## src/rtl/vga_layer_mixer_pkg.sv

```systemverilog
// Shared display constants and types for the VGA layer mixer.
//   - 640x480 timing constants (used as parameter defaults)
//   - colour / coordinate widths
//   - vid_ctrl_t: the de/h_sync/v_sync bundle that travels alongside pixels
package vga_layer_mixer_pkg;

  localparam int VGA_H_DISP = 640;
  localparam int VGA_H_FP   = 16;
  localparam int VGA_H_SYNC = 96;
  localparam int VGA_H_BP   = 48;
  localparam int VGA_H_TOTAL = VGA_H_DISP + VGA_H_FP + VGA_H_SYNC + VGA_H_BP;

  localparam int VGA_V_DISP = 480;
  localparam int VGA_V_FP   = 10;
  localparam int VGA_V_SYNC = 2;
  localparam int VGA_V_BP   = 33;
  localparam int VGA_V_TOTAL = VGA_V_DISP + VGA_V_FP + VGA_V_SYNC + VGA_V_BP;

  localparam int CNT_W           = 10;
  localparam int H_DISP_LEN      = 10;
  localparam int COLOR_RGB_DEPTH = 12;

  typedef logic [COLOR_RGB_DEPTH-1:0] rgb_t;

  typedef struct packed {
    logic de;
    logic h_sync;
    logic v_sync;
  } vid_ctrl_t;

  // Blanking state: no data, both syncs deasserted (they are active-low).
  localparam vid_ctrl_t CTRL_IDLE = '{de: 1'b0, h_sync: 1'b1, v_sync: 1'b1};

endpackage

```

## src/rtl/vga_layer_mixer_timing.sv

```systemverilog
// vga_timing_gen: h/v scan counters plus raw sync, data-enable and
// per-pixel request generation.
// Ports:
//   clk_vga      pixel clock
//   rst_n        synchronous active-low reset
//   req_x_addr   requested column (0 outside the active area)
//   req_y_addr   requested row    (0 outside the active area)
//   req_valid    request lies in the active area
//   de_raw       undelayed data enable (same as req_valid)
//   h_sync_raw   undelayed horizontal sync, active-low
//   v_sync_raw   undelayed vertical sync, active-low
//   frame_tick   high while the counters sit at the first blanking line, column 0
module vga_timing_gen
  import vga_layer_mixer_pkg::*;
#(
  parameter int H_DISP = VGA_H_DISP,
  parameter int H_FP   = VGA_H_FP,
  parameter int H_SYNC = VGA_H_SYNC,
  parameter int H_BP   = VGA_H_BP,
  parameter int V_DISP = VGA_V_DISP,
  parameter int V_FP   = VGA_V_FP,
  parameter int V_SYNC = VGA_V_SYNC,
  parameter int V_BP   = VGA_V_BP
) (
  input  logic                  clk_vga,
  input  logic                  rst_n,
  output logic [H_DISP_LEN-1:0] req_x_addr,
  output logic [H_DISP_LEN-1:0] req_y_addr,
  output logic                  req_valid,
  output logic                  de_raw,
  output logic                  h_sync_raw,
  output logic                  v_sync_raw,
  output logic                  frame_tick
);

  localparam logic [CNT_W-1:0] H_ACT   = CNT_W'(H_DISP);
  localparam logic [CNT_W-1:0] H_SS    = CNT_W'(H_DISP + H_FP);
  localparam logic [CNT_W-1:0] H_SE    = CNT_W'(H_DISP + H_FP + H_SYNC);
  localparam logic [CNT_W-1:0] H_LAST  = CNT_W'(H_DISP + H_FP + H_SYNC + H_BP - 1);
  localparam logic [CNT_W-1:0] V_ACT   = CNT_W'(V_DISP);
  localparam logic [CNT_W-1:0] V_SS    = CNT_W'(V_DISP + V_FP);
  localparam logic [CNT_W-1:0] V_SE    = CNT_W'(V_DISP + V_FP + V_SYNC);
  localparam logic [CNT_W-1:0] V_LAST  = CNT_W'(V_DISP + V_FP + V_SYNC + V_BP - 1);

  logic [CNT_W-1:0] h_cnt;
  logic [CNT_W-1:0] v_cnt;
  logic             active;

  always_ff @(posedge clk_vga) begin
    if (!rst_n) begin
      h_cnt <= '0;
      v_cnt <= '0;
    end else if (h_cnt == H_LAST) begin
      h_cnt <= '0;
      v_cnt <= (v_cnt == V_LAST) ? '0 : v_cnt + CNT_W'(1);
    end else begin
      h_cnt <= h_cnt + CNT_W'(1);
    end
  end

  assign active     = (h_cnt < H_ACT) && (v_cnt < V_ACT);
  assign req_valid  = active;
  assign req_x_addr = active ? H_DISP_LEN'(h_cnt) : '0;
  assign req_y_addr = active ? H_DISP_LEN'(v_cnt) : '0;
  assign de_raw     = active;
  assign h_sync_raw = !((h_cnt >= H_SS) && (h_cnt < H_SE));
  assign v_sync_raw = !((v_cnt >= V_SS) && (v_cnt < V_SE));
  assign frame_tick = (v_cnt == V_ACT) && (h_cnt == '0);

endmodule

```

## src/rtl/vga_layer_mixer.sv

```systemverilog
// vga_layer_mixer: VGA scan master and layer compositor.
// Broadcasts pixel requests to all object layers, delays the raw
// de/sync by the layer latency, picks the highest-priority opaque layer
// and registers colour, de and syncs together onto the pins.
// Ports:
//   clk_vga        pixel clock
//   rst_n          synchronous active-low reset
//   layer_alpha_i  opaque flag per layer (index 0 = highest priority)
//   layer_rgb_i    packed layer colours, layer k at [k*D +: D]
//   req_x_addr_o   requested column
//   req_y_addr_o   requested row
//   req_valid_o    request lies in the active area
//   v_sync_o       vertical sync, active-low, aligned with vga_rgb_o
//   h_sync_o       horizontal sync, active-low, aligned with vga_rgb_o
//   de_o           data enable, aligned with vga_rgb_o
//   frame_start_o  one-cycle pulse at the start of vertical blanking
//   vga_rgb_o      composited pixel colour
module vga_layer_mixer
  import vga_layer_mixer_pkg::*;
#(
  parameter int   LAYER_NUM = 4,
  parameter int   LAYER_LAT = 2,
  parameter rgb_t BG_RGB    = '0,
  parameter int   H_DISP    = VGA_H_DISP,
  parameter int   H_FP      = VGA_H_FP,
  parameter int   H_SYNC    = VGA_H_SYNC,
  parameter int   H_BP      = VGA_H_BP,
  parameter int   V_DISP    = VGA_V_DISP,
  parameter int   V_FP      = VGA_V_FP,
  parameter int   V_SYNC    = VGA_V_SYNC,
  parameter int   V_BP      = VGA_V_BP
) (
  input  logic                                 clk_vga,
  input  logic                                 rst_n,
  input  logic [LAYER_NUM-1:0]                 layer_alpha_i,
  input  logic [LAYER_NUM*COLOR_RGB_DEPTH-1:0] layer_rgb_i,
  output logic [H_DISP_LEN-1:0]                req_x_addr_o,
  output logic [H_DISP_LEN-1:0]                req_y_addr_o,
  output logic                                 req_valid_o,
  output logic                                 v_sync_o,
  output logic                                 h_sync_o,
  output logic                                 de_o,
  output logic                                 frame_start_o,
  output logic [COLOR_RGB_DEPTH-1:0]           vga_rgb_o
);

  // Lowest-index opaque layer wins; walking from the top index down lets
  // each higher-priority hit overwrite the previous one. Outside the
  // active area the layer inputs are ignored and black is forced.
  function automatic rgb_t resolve_pixel(
    input logic [LAYER_NUM-1:0]                 alpha,
    input logic [LAYER_NUM*COLOR_RGB_DEPTH-1:0] colours,
    input logic                                 de
  );
    rgb_t pix;
    pix = BG_RGB;
    for (int k = LAYER_NUM - 1; k >= 0; k--) begin
      if (alpha[k]) pix = colours[k*COLOR_RGB_DEPTH +: COLOR_RGB_DEPTH];
    end
    if (!de) pix = '0;
    return pix;
  endfunction

  vid_ctrl_t ctrl_p0;
  vid_ctrl_t ctrl_dly_p1 [LAYER_LAT];
  vid_ctrl_t ctrl_aligned;
  logic      frame_tick_p0;
  rgb_t      rgb_resolved;

  // ---- stage p0: scan counters and raw request/sync generation ----
  vga_timing_gen #(
    .H_DISP (H_DISP),
    .H_FP   (H_FP),
    .H_SYNC (H_SYNC),
    .H_BP   (H_BP),
    .V_DISP (V_DISP),
    .V_FP   (V_FP),
    .V_SYNC (V_SYNC),
    .V_BP   (V_BP)
  ) u_timing (
    .clk_vga    (clk_vga),
    .rst_n      (rst_n),
    .req_x_addr (req_x_addr_o),
    .req_y_addr (req_y_addr_o),
    .req_valid  (req_valid_o),
    .de_raw     (ctrl_p0.de),
    .h_sync_raw (ctrl_p0.h_sync),
    .v_sync_raw (ctrl_p0.v_sync),
    .frame_tick (frame_tick_p0)
  );

  // ---- stage p1..pLAT: control delay line matching the layer latency ----
  always_ff @(posedge clk_vga) begin
    if (!rst_n) begin
      for (int i = 0; i < LAYER_LAT; i++) ctrl_dly_p1[i] <= CTRL_IDLE;
    end else begin
      ctrl_dly_p1[0] <= ctrl_p0;
      for (int i = 1; i < LAYER_LAT; i++) ctrl_dly_p1[i] <= ctrl_dly_p1[i-1];
    end
  end

  assign ctrl_aligned = ctrl_dly_p1[LAYER_LAT-1];
  assign rgb_resolved = resolve_pixel(layer_alpha_i, layer_rgb_i, ctrl_aligned.de);

  // ---- output register: colour, de and syncs leave together ----
  always_ff @(posedge clk_vga) begin
    if (!rst_n) begin
      vga_rgb_o     <= '0;
      de_o          <= 1'b0;
      h_sync_o      <= 1'b1;
      v_sync_o      <= 1'b1;
      frame_start_o <= 1'b0;
    end else begin
      vga_rgb_o     <= rgb_resolved;
      de_o          <= ctrl_aligned.de;
      h_sync_o      <= ctrl_aligned.h_sync;
      v_sync_o      <= ctrl_aligned.v_sync;
      frame_start_o <= frame_tick_p0;
    end
  end

endmodule

```

## config.mk

```make
export PLATFORM = sky130hd
export DESIGN_NAME = vga_layer_mixer
export DESIGN_NICKNAME = d
export VERILOG_FILES = /design/src/rtl/vga_layer_mixer_pkg.sv /design/src/rtl/vga_layer_mixer_timing.sv /design/src/rtl/vga_layer_mixer.sv
export SDC_FILE = /design/constraint.sdc
export NUM_CORES = 1
export LEC_CHECK = 0
export ABC_AREA = 1
export BUFFER_PORTS_ARGS = -buffer_cell sky130_fd_sc_hd__clkbuf_2
export CORE_AREA = 2 2 71 73
export DETAILED_ROUTE_END_ITERATION = 10
export DIE_AREA = 0 0 73 75
export PLACE_DENSITY = 0.76
export RECOVER_POWER = 25
export SETUP_SLACK_MARGIN = 0.3
export SKIP_CTS_REPAIR_TIMING = 1
export SYNTH_ARGS = -nofsm -noshare
export SYNTH_HDL_FRONTEND = slang
export SYNTH_SLANG_ARGS = --single-unit
export TNS_END_PERCENT = 5
```

## constraint.sdc

```tcl
create_clock -name clk_vga -period 1.4 [get_ports clk_vga]
set_input_delay 0 -clock clk_vga [delete_from_list [all_inputs] [get_ports clk_vga]]
set_output_delay 0 -clock clk_vga [all_outputs]
set_load 0.02 [all_outputs]
```

==> impl_results.md, run 1 <==
- Num Clock Sinks: 42
- Unrepaired setup endpoints after global routing: true
- N_diodes: 0
- Fin crit share: 105%
- Final ANT Viol Nets: 0
- Max_slew headroom: between 50% and 60%
- Reg2reg path depth: 8
- P_sw: 0.606 mW
- Failing checks: hold timing, setup timing
- Post-DP HPWL: between 4 and 5 mm
- CTS tree: done
- Worst min path class: in2reg
- Core Footprint: 0.00466 sq mm
- Hold Slack: -20.6 ps
- Slew Viols, Final: 0
- Critical path arrival: ~1500 ps
- CP endpoint kind: primary output
- Final hold violations: 4
- Row count: 25
- Clock power share: around two fifths
- Routed WL: 6.04 mm
- Inst Count DP: 466
- Max_cap viols: 0
- FMAX: a little under 700 MHz
- Vias per cell: about 5
- DRT Pass-1 Iters: 4
- Synth Instances: 331
- Switching Share: between 20% and 30%
- Syn_area_per_cell: ~6.7 sq um
- Pwr/cell area: 782 mW/mm^2
- Post-Synthesis Cell Area: 0.00221 sq mm
- Internal power: between 1.5 and 2 mW
- Max VDD drop: approximately 700 uV
- WHS Path Cells: 3
- Sequential area share after synthesis: 38.1%
- Yosys reg bits: 42
- Htree depth: 2
- Via count: between 2000 and 2500
- DR DRC count: 0
- Largest net degree at the start of global routing: 25
- Initial antenna violation count: 0
- Fillers: between 400 and 500
- Num CTS Buffers: 5
- Final Util: between 60 and 70%
- Status: finished with violations
- Layout area overhead: 42.8%
- Worst Skew: between 10 and 15 ps
- Nets: slightly below 500
- Worst EP required: 1400 ps
- YS warnings: 0
- # setup viols final: 17
- Comb pwr share: 11.4%
- Crit-path max FO: 6
- Final Cell Area: approximately 0.0032 sq mm
- Cell variety after synth: 28
- Worst-path clk slew: ~80 ps
- Place WS: 70.6 ps
- Drt first-iter violations: ~160
- Die width: 73 um
- Worst setup SP type: register
- Die Y: 75 um
- Final WS setup: -70.4 ps
- Seq pwr share: roughly half
- Ratio of cells with drive above 1 in the final layout: 38.2%
- Tmin final: between 1000 and 1500 ps
- Die area: 0.00548 sq mm
- DP Area: roughly 0.0027 sq mm
- Total GRT Usage: roughly a fifth
- Global-route wire length before repair: 9.18 mm
- Initial core utilization: 47.4%
- Lkg Pwr: roughly 1.4 nW
- Final RePlAce weighted congestion: ~0.92
- Net Count, Synth: 389
- Vias in the first global route: about 2100
- Avg WL per Cell: approximately 12 um
- Measured slew at the worst slew-check pin: between 600 and 700 ps
- Grt total ovfl: 0
- Setup CP Type: reg2out
- CTS Buffer Depth: 2
- Non-Filler Instances: between 400 and 500
- Most frequent cells in the layout: 75 x nand2_1, 60 x clkbuf_2, 31 x a21oi_1
- Leading cell type in the layout, fill and taps excluded: nand2_1
- # IOs: 91
- CTS root buf: clkbuf_8
- Port bufs: 89
- Worst-skew pair later-pin latency: about 300 ps
## flip-flops by register name, summed over array words and instances (netlist names)
register,count
frame_start_o,1
de_o,1
v_sync_o,1
h_sync_o,1
vga_rgb_o,12
u_timing.v_cnt,10
ctrl_dly_p1,6
u_timing.h_cnt,10
## through the flow
stage | total power [mW] | TNS [ps]
3_5_place_dp | 1.52 | 0
5_1_grt | 2.57 | -2120
4_1_cts | 2.48 | -4300
6_report | 2.47 | -841
2_1_floorplan | 1.41 | 0
3_3_place_gp | 1.52 | 0
## cells in the mapped netlist
| cell type | instances | area, sq um |
|---|---|---|
| nand2_2 | 2 | 12.5 |
| inv_2 | 3 | 11.3 |
| buf_6 | 2 | 22.5 |
| ha_1 | 4 | 50.1 |
| nor3b_1 | 1 | 7.51 |
| o2111ai_1 | 1 | 8.76 |
| nor3_1 | 2 | 10.0 |
| a21oi_1 | 31 | 155 |
| nand3_1 | 14 | 70.1 |
| clkbuf_1 | 5 | 18.8 |
| or2_2 | 5 | 31.3 |
| nor4_1 | 2 | 12.5 |
| nand2_4 | 3 | 33.8 |
| nor2_1 | 47 | 176 |
| nor2_2 | 5 | 31.3 |
| buf_4 | 3 | 22.5 |
| nor2_4 | 1 | 11.3 |
| clkinv_1 | 1 | 3.75 |
| o21ai_0 | 25 | 125 |
| nand4_1 | 9 | 56.3 |
| nand3_2 | 2 | 20.0 |
| dfxtp_1 | 42 | 841 |
| inv_1 | 32 | 120 |
| o21ai_1 | 3 | 15.0 |
| conb_1 | 1 | 3.75 |
| nand2_1 | 78 | 293 |
| buf_2 | 4 | 20.0 |
| xor2_1 | 3 | 26.3 |
## final timing paths
check | from | end | slack, ps
setup / recovery | u_timing.h_cnt[9] | req_x_addr_o[0] | -70
hold / removal | layer_rgb_i[1] | vga_rgb_o[1] | -20
setup reg to reg | u_timing.h_cnt[1] | u_timing.v_cnt[9] | 100
hold reg to reg | ctrl_dly_p1[0][2] | ctrl_dly_p1[0][5] | 420
## cell families (layout without fill, tap and decap cells)
logic type	count (synthesis)	count (layout)	share of synthesized area, %
other cells	1	1	0.170
flops	42	42	38.1
buf+inv	50	148	9.91
xor+xnor	3	3	1.19
simple gates	171	171	34.7
fa+ha+maj	4	4	2.27
compound gates	60	60	13.8
## area by class of cell
class	count	area, sq um	area share [%]
Timing Repair Buffer	104	656	20.8
Sequential cell	42	873	27.7
Inverter	36	141	4.48
Tap cell	54	67.6	2.14
Multi-Input combinational cell	239	1300	41.3
Clock buffer	5	68.8	2.18
Clock inverter	3	45.0	1.43
## worst max-delay path, stage by stage, from the launching register on
cell and delay, ps:
dfxtp_4 370, inv_4 70, nor3_4 40, nor2_2 140, nand3_4 150, buf_6 170, nor2_1 90, buf_4 150
## routing by layer
metal	share of wire, %	vias to the layer above	GRT usage [%]
met5	0	-	0
met4	2.0	0	8.64
met3	4.0	11	5.62
met2	49	70	35.2
met1	45	1109	26.7
li1	-	1258	-
## power groups by stage
stage	logic (mW)	clock network, mW	registers [mW]
after floorplan	0.135	0	1.27
after global placement	0.259	0	1.26
after detailed placement	0.262	0	1.26
after CTS	0.263	0.989	1.23
after global routing	0.316	1.02	1.23
final	0.282	0.963	1.22
Power figures use the tool's default switching activity.
==> inputs of run 2 (changes only) <==
- ABC_AREA: 1 -> 0
- CORE_AREA: 2 2 71 73 -> 2 2 70 72
- DIE_AREA: 0 0 73 75 -> 0 0 72 74
- MAX_ROUTING_LAYER: unset -> met4
- PLACE_DENSITY: 0.76 -> 0.75
==> impl_results.md, run 2 <==
- Ratio of cells with drive above 1 in the final layout: 49.5% (+11 points)
- Comb pwr share: 15.2% (+3.8 points)
- Post-DP HPWL: 4.40 mm (+1.3%)
- Seq pwr share: 50.9% (+1.4 points)
- Worst Skew: 10.8 ps (-0.634 ps)
- Largest net degree at the start of global routing: 24 (-4.0%)
- Routed WL: 6.90 mm (+14%)
- Vias per cell: 5.54 (+9.3%)
- Pwr/cell area: 721 mW/mm^2 (-7.7%)
- Synth Area in Simple Gates: 33.0% (-1.7 points)
- Main synth FF type: dfxtp_1
- Max_cap viols: 0 (unchanged)
- # IOs: 91 (unchanged)
- Die width: 72 um (-1.4%)
- Count leader, synth: dfxtp_1
- Final ANT Viol Nets: 0 (unchanged)
- EDFF count, synth: 0 (unchanged)
- Layout area overhead: 63.1%
- Internal power: 1.76 mW (-5.3%)
- DRT Pass-1 Iters: 4 (unchanged)
- Critical path arrival: 1940 ps (+470 ps)
- Synth Area in XOR/XNOR: 5.12% (+3.9 points)
- Final Cell Area: 0.00335 sq mm (+6.1%)
- Lkg Pwr: 1.45 nW (+4.0%)
- YS warnings: 0 (unchanged)
- DP Area: 0.00279 sq mm (+2.2%)
- Top reg by flops: vga_rgb_o
- Yosys reg bits: 42 (unchanged)
- Setup CP Type: reg2reg
- CP endpoint kind: register
- Num CTS Buffers: 5 (unchanged)
- Failing checks: setup timing
- Max stage delay cell, worst path: or4_4
- Unrepaired setup endpoints after global routing: true
- Row count: 25 (unchanged)
- Net Count, Synth: 299 (-23%)
- Worst-skew pair later-pin latency: 300 ps (about the same)
- Drt first-iter violations: 116 (-28%)
- Post-Synthesis Cell Area: 0.00205 sq mm (-7.1%)
- Fillers: 318 (-23%)
- Clock power share: 33.9% (-5.1 points)
- Final WS setup: -348 ps (-277 ps)
- Syn_area_per_cell: 8.52 sq um (+28%)
- Die area: 0.00533 sq mm (-2.7%)
- Nets: 431 (-11%)
- Worst EP required: 1590 ps (+190 ps)
- Compound-gate portion of the synthesized area: 13.0% (-0.72 points)
- Largest regs: vga_rgb_o x12, u_timing.h_cnt x10, u_timing.v_cnt x10
- FMAX: 572 MHz (-16%)
- Max VDD drop: 422 uV (-40%)
- Cell variety after synth: 39 (+39%)
- N_diodes: 0 (unchanged)
- Pwr Total: 2.42 mW (-2.1%)
- CTS root buf: clkbuf_8
- Crit-path max FO: 4 (-2)
- Grt total ovfl: 0 (unchanged)
- Max stage delay on crit path: 530 ps (+160 ps)
- Yosys top cell by area: dfxtp_1
- Cells along the critical path: or3_4 > buf_4 > or4_4 > xor2_1 > nor2_1
- # setup viols final: 39 (+22)
- Via count: 2371 (-3.1%)
- Final RePlAce weighted congestion: 0.938 (+2.3%)
- Die Y: 74 um (-1.3%)
- Num Clock Sinks: 42 (unchanged)
- Fin crit share: 125% (+20 points)
- Top cells by area, synth: dfxtp_1 41%, and2_1 5.5%, a221oi_1 4.7%
- FFs w/ async S/R, synth: 0% (unchanged)
- Leading cell type in the layout, fill and taps excluded: clkbuf_2
- Post-synthesis mux area share: 0.488% (+0.49 points)
- Synth Instances: 241 (-27%)
- CTS tree: done
- Port bufs: 89 (unchanged)
- Core Footprint: 0.00460 sq mm (-1.3%)
- Slew Viols, Final: 0 (unchanged)
- Avg WL per Cell: 16.1 um (+29%)
- Most frequent cells in the layout: 66 x clkbuf_2, 42 x buf_4, 32 x dfxtp_1
- Global-route wire length before repair: 8.80 mm (-4.1%)
- Initial core utilization: 44.7% (-2.8 points)
- Switching Share: 27.1% (+2.5 points)
- CTS Buffer Depth: 2 (unchanged)
- Final hold violations: 0 (-4)
- Combinational family with the most area after synthesis: simple AND/OR/NAND/NOR gates
- Synth Area in Adders: 2.44% (+0.17 points)
- Worst-path clk slew: 90 ps (about the same)
- Initial antenna violation count: 0 (unchanged)
- Htree depth: 2 (unchanged)
- P_sw: 0.654 mW (+7.9%)
- Max FFs per register: 12 (unchanged)
- Total GRT Usage: 22.0% (+0.65 points)
- Status: finished with violations
- Vias in the first global route: 2009 (-3.6%)
- Worst setup SP type: register
- Sequential area share after synthesis: 41.0% (+2.9 points)
- Area fraction of the dominant cell type after synthesis: 41.0% (+2.9 points)
- Worst min path class: in2reg
- Most common library cells after synthesis: 42 x dfxtp_1, 25 x nand2_1, 18 x and2_1, 15 x clkbuf_1, 13 x nor2_1
- Tmin final: 1750 ps (+277 ps)
- DR DRC count: 0 (unchanged)
==> run 2: layout make-up <==
| class | count | area, sq um | area share [%] |
|---|---|---|---|
| well taps | 54 | 67.6 | 2.02 |
| repair buffers | 142 | 948 | 28.3 |
| inverters | 8 | 30.0 | 0.897 |
| flip-flops and latches | 42 | 853 | 25.5 |
| multi-input cells | 174 | 1360 | 40.5 |
| clock inverters | 3 | 23.8 | 0.710 |
| clock buffers | 5 | 68.8 | 2.05 |
==> run 2: cell families after synthesis <==
logic type | after synthesis
and+or+nand+nor | 121
xor gates and xnor gates | 12
AOI/OAI and AO/OA | 35
muxes | 1
buffers and inverters | 25
adders and majority gates | 4
DFF | 42
other | 1
==> run 2: power groups by stage <==
stage	clock network, mW	logic [mW]	registers [mW]
6_report	0.819	0.367	1.23
5_1_grt	0.900	0.397	1.23
4_1_cts	0.833	0.290	1.22
3_5_place_dp	0	0.288	1.25
3_3_place_gp	0	0.285	1.25
2_1_floorplan	0	0.121	1.27
==> run 2: path summary, 6_finish.rpt <==
| path | startpoint | to | slack (ps) | depth (start not counted) |
|---|---|---|---|---|
| worst min-delay path | layer_rgb_i[20] | vga_rgb_o[8] | 20 | 3 |
| worst min register to register | ctrl_dly_p1[0][0] | ctrl_dly_p1[0][3] | 420 | 1 |
| worst max register to register | u_timing.h_cnt[6] | u_timing.v_cnt[5] | -350 | 5 |
| worst max-delay path | u_timing.h_cnt[6] | u_timing.v_cnt[5] | -350 | 5 |
==> run 2: through the flow <==
| stage | std cells | setup TNS (ps) | utilization [%] | hold WS (ps) | setup WS [ps] |
|---|---|---|---|---|---|
| after floorplan | 241 | -8800 | - | 73.0 | -419 |
| after global placement | 405 | -5180 | 60.6 | 242 | -379 |
| after detailed placement | 405 | -5690 | 60.6 | 256 | -398 |
| after CTS | 413 | -11070 | 62.6 | -69.9 | -428 |
| after global routing | 428 | -10210 | 72.8 | 15.7 | -386 |
| final | 428 | -8240 | 72.8 | 18.2 | -348 |
==> run 2: routing by layer <==
layer,GRT usage (%),routed length [um],up-vias
li1,-,-,1123
met1,24.6,2680,1113
met2,37.9,3500,124
met3,5.42,603,11
met4,9.22,109,0
met5,-,0,-
==> run 2: critical path: cells and delay by family, from the launching register on <==
| family | cells | cell delay (ps) |
|---|---|---|
| DFF | 1 | 330 |
| buffers and inverters | 1 | 170 |
| and+or+nand+nor | 3 | 990 |
| xor gates and xnor gates | 1 | 160 |
==> inputs of run 3 (changes only) <==
==> constraint.sdc (replaced) <==
create_clock -name clk_vga -period 1.4 [get_ports clk_vga]
set_input_delay 0.28 -clock clk_vga [delete_from_list [all_inputs] [get_ports clk_vga]]
set_output_delay 0.28 -clock clk_vga [all_outputs]
set_load 0.02 [all_outputs]
==> impl_results.md, run 3 (synthesis gave the netlist of run 2 again) <==
- Unrepaired setup endpoints after global routing: true
- Measured slew at the worst slew-check pin: 619 ps
- Max VDD drop: 577 uV (+37%)
- DRT Pass-1 Iters: 4 (unchanged)
- Drt first-iter violations: 102 (-12%)
- Global-route wire length before repair: 8.85 mm (+0.63%)
- Core Footprint: 0.00460 sq mm (unchanged)
- N_diodes: 0 (unchanged)
- Max_cap viols: 0 (unchanged)
- Layout area overhead: 63.0% (about the same)
- Pwr Total: 2.73 mW (+13%)
- # setup viols final: 39 (unchanged)
- Max_slew headroom: between 50 and 60%
- Initial core utilization: 44.7% (unchanged)
- Reg2Reg Setup Slack: -440 ps (-90 ps)
- Critical path arrival: 1660 ps (-280 ps)
- Largest net degree at the start of global routing: 24 (unchanged)
- FF-to-FF End: u_timing.v_cnt[6]
- Non-Filler Instances: 419 (-2.1%)
- Fin crit share: 139% (+14 points)
- CP endpoint kind: primary output
- Htree depth: 2 (unchanged)
- Most frequent cells in the layout: 68 x clkbuf_2, 42 x buf_4, 38 x dfxtp_1
- Worst EP required: 1120 ps (-470 ps)
- Routed WL: 6.43 mm (-6.7%)
- Ratio of cells with drive above 1 in the final layout: 52.9% (+3.4 points)
- Reg2reg path depth: 4 (-1)
- Num Clock Sinks: 42 (unchanged)
- Worst min path class: in2reg
- Status: finished with violations
- Row count: 25 (unchanged)
- Failing checks: setup timing
- Leading cell type in the layout, fill and taps excluded: clkbuf_2
- FMAX: 514 MHz (-10%)
- Worst Skew: 9.67 ps (-1.10 ps)
- Grt total ovfl: 0 (unchanged)
- Final WS setup: -544 ps (-196 ps)
- Inst Count DP: 409 (+0.99%)
- Die area: 0.00533 sq mm (unchanged)
- Nets: 422 (-2.1%)
- Final ANT Viol Nets: 0 (unchanged)
- Port bufs: 89 (unchanged)
- Vias per cell: 5.47 (-1.2%)
- CTS tree: done
- Setup CP Type: reg2out
- Largest regs: vga_rgb_o x12, u_timing.h_cnt x10, u_timing.v_cnt x10
- Avg WL per Cell: 15.4 um (-4.7%)
- # IOs: 91 (unchanged)
- Post-DP HPWL: 4.37 mm (-0.66%)
- Worst-skew pair later-pin latency: 300 ps (about the same)
- Die Y: 74 um (unchanged)
- Final RePlAce weighted congestion: 0.887 (-5.5%)
- Worst setup SP type: register
- Hold Startpoint: layer_rgb_i[10]
- Final TNS setup: -13640 ps (-5400 ps)
- Via count: 2293 (-3.3%)
- Worst R2R Start: u_timing.h_cnt[6]
- DR DRC count: 0 (unchanged)
- Die width: 72 um (unchanged)
- Final hold violations: 0 (unchanged)
- Slew Viols, Final: 0 (unchanged)
- Top reg by flops: vga_rgb_o
- Crit-path max FO: 5 (+1)
- Worst-path clk slew: 80 ps (about the same)
- Max FFs per register: 12 (unchanged)
- Total GRT Usage: 21.5% (-0.52 points)
- WHS Path Cells: 3 (unchanged)
- Vias in the first global route: 1954 (-2.7%)
- Pwr/cell area: 815 mW/mm^2 (+13%)
- Hold EP: vga_rgb_o[10]
- Tmin final: 1940 ps (+196 ps)
- CTS root buf: clkbuf_8
- Initial antenna violation count: 0 (unchanged)
- CTS Buffer Depth: 2 (unchanged)
- Lkg Pwr: 1.48 nW (+1.8%)
- Num CTS Buffers: 5 (unchanged)
==> run 3: cell types whose count changed in the layout (fill, tap and decap cells not counted), moves of 4 or more <==
cell and delta:
and2_4 +6, clkbuf_1 -4, buf_6 +8, dlygate4sd3_1 -13, dfxtp_2 -6, and2_1 -6
dfxtp_1 +6
==> run 3: metrics by stage <==
| stage | instance area (sq um) | setup WS [ps] | hold slack, ps | utilization, % |
|---|---|---|---|---|
| after floorplan | 2100 | -419 | 353 | - |
| after global placement | 2830 | -389 | 395 | 61.6 |
| after detailed placement | 2830 | -431 | 391 | 61.6 |
| after CTS | 2970 | -597 | 211 | 64.5 |
| after global routing | 3350 | -602 | 219 | 72.8 |
| final | 3350 | -544 | 218 | 72.8 |
==> run 3: worst max-delay path by stage <==
stage                                  from           endpoint
after CTS                 u_timing.v_cnt[7]    req_x_addr_o[4]
after global placement    u_timing.h_cnt[6]  u_timing.v_cnt[9]
after floorplan           u_timing.h_cnt[6]  u_timing.v_cnt[6]
after global routing      u_timing.h_cnt[7]    req_x_addr_o[9]
final                     u_timing.h_cnt[7]    req_x_addr_o[6]
after detailed placement  u_timing.h_cnt[6]  u_timing.v_cnt[6]
==> run 3: area by class of cell <==
type                    instances  area [sq um]
inverters                       8          30.0
flip-flops and latches         42           846
well taps                      54          67.6
clock buffers                   5          68.8
multi-input cells             174          1380
repair buffers                133           883
fillers                       343          1250
clock inverters                 3          68.8
==> run 3: worst max-delay path: stages (launching register included) <==
cell	delay (ps)
dfxtp_2	340
buf_6	110
o21a_4	200
nor3_4	290
buf_6	170
and2_4	140
buf_6	110
==> run 3: power by group <==
group | total, mW | leakage, nW | internal, mW | switching, mW
Combinational | 0.337 | 1.07 | 0.165 | 0.172
Sequential | 1.23 | 0.343 | 1.22 | 0.0110
Clock | 1.16 | 0.0683 | 0.715 | 0.448
Total | 2.73 | 1.48 | 2.10 | 0.631
==> run 3: per-layer routing <==
metal	track usage [%]	up-vias	share of wire, %
li1	-	1105	-
met1	25.4	1067	40
met2	37.9	106	50
met3	4.88	15	7.6
met4	4.19	0	1.8
met5	-	-	0
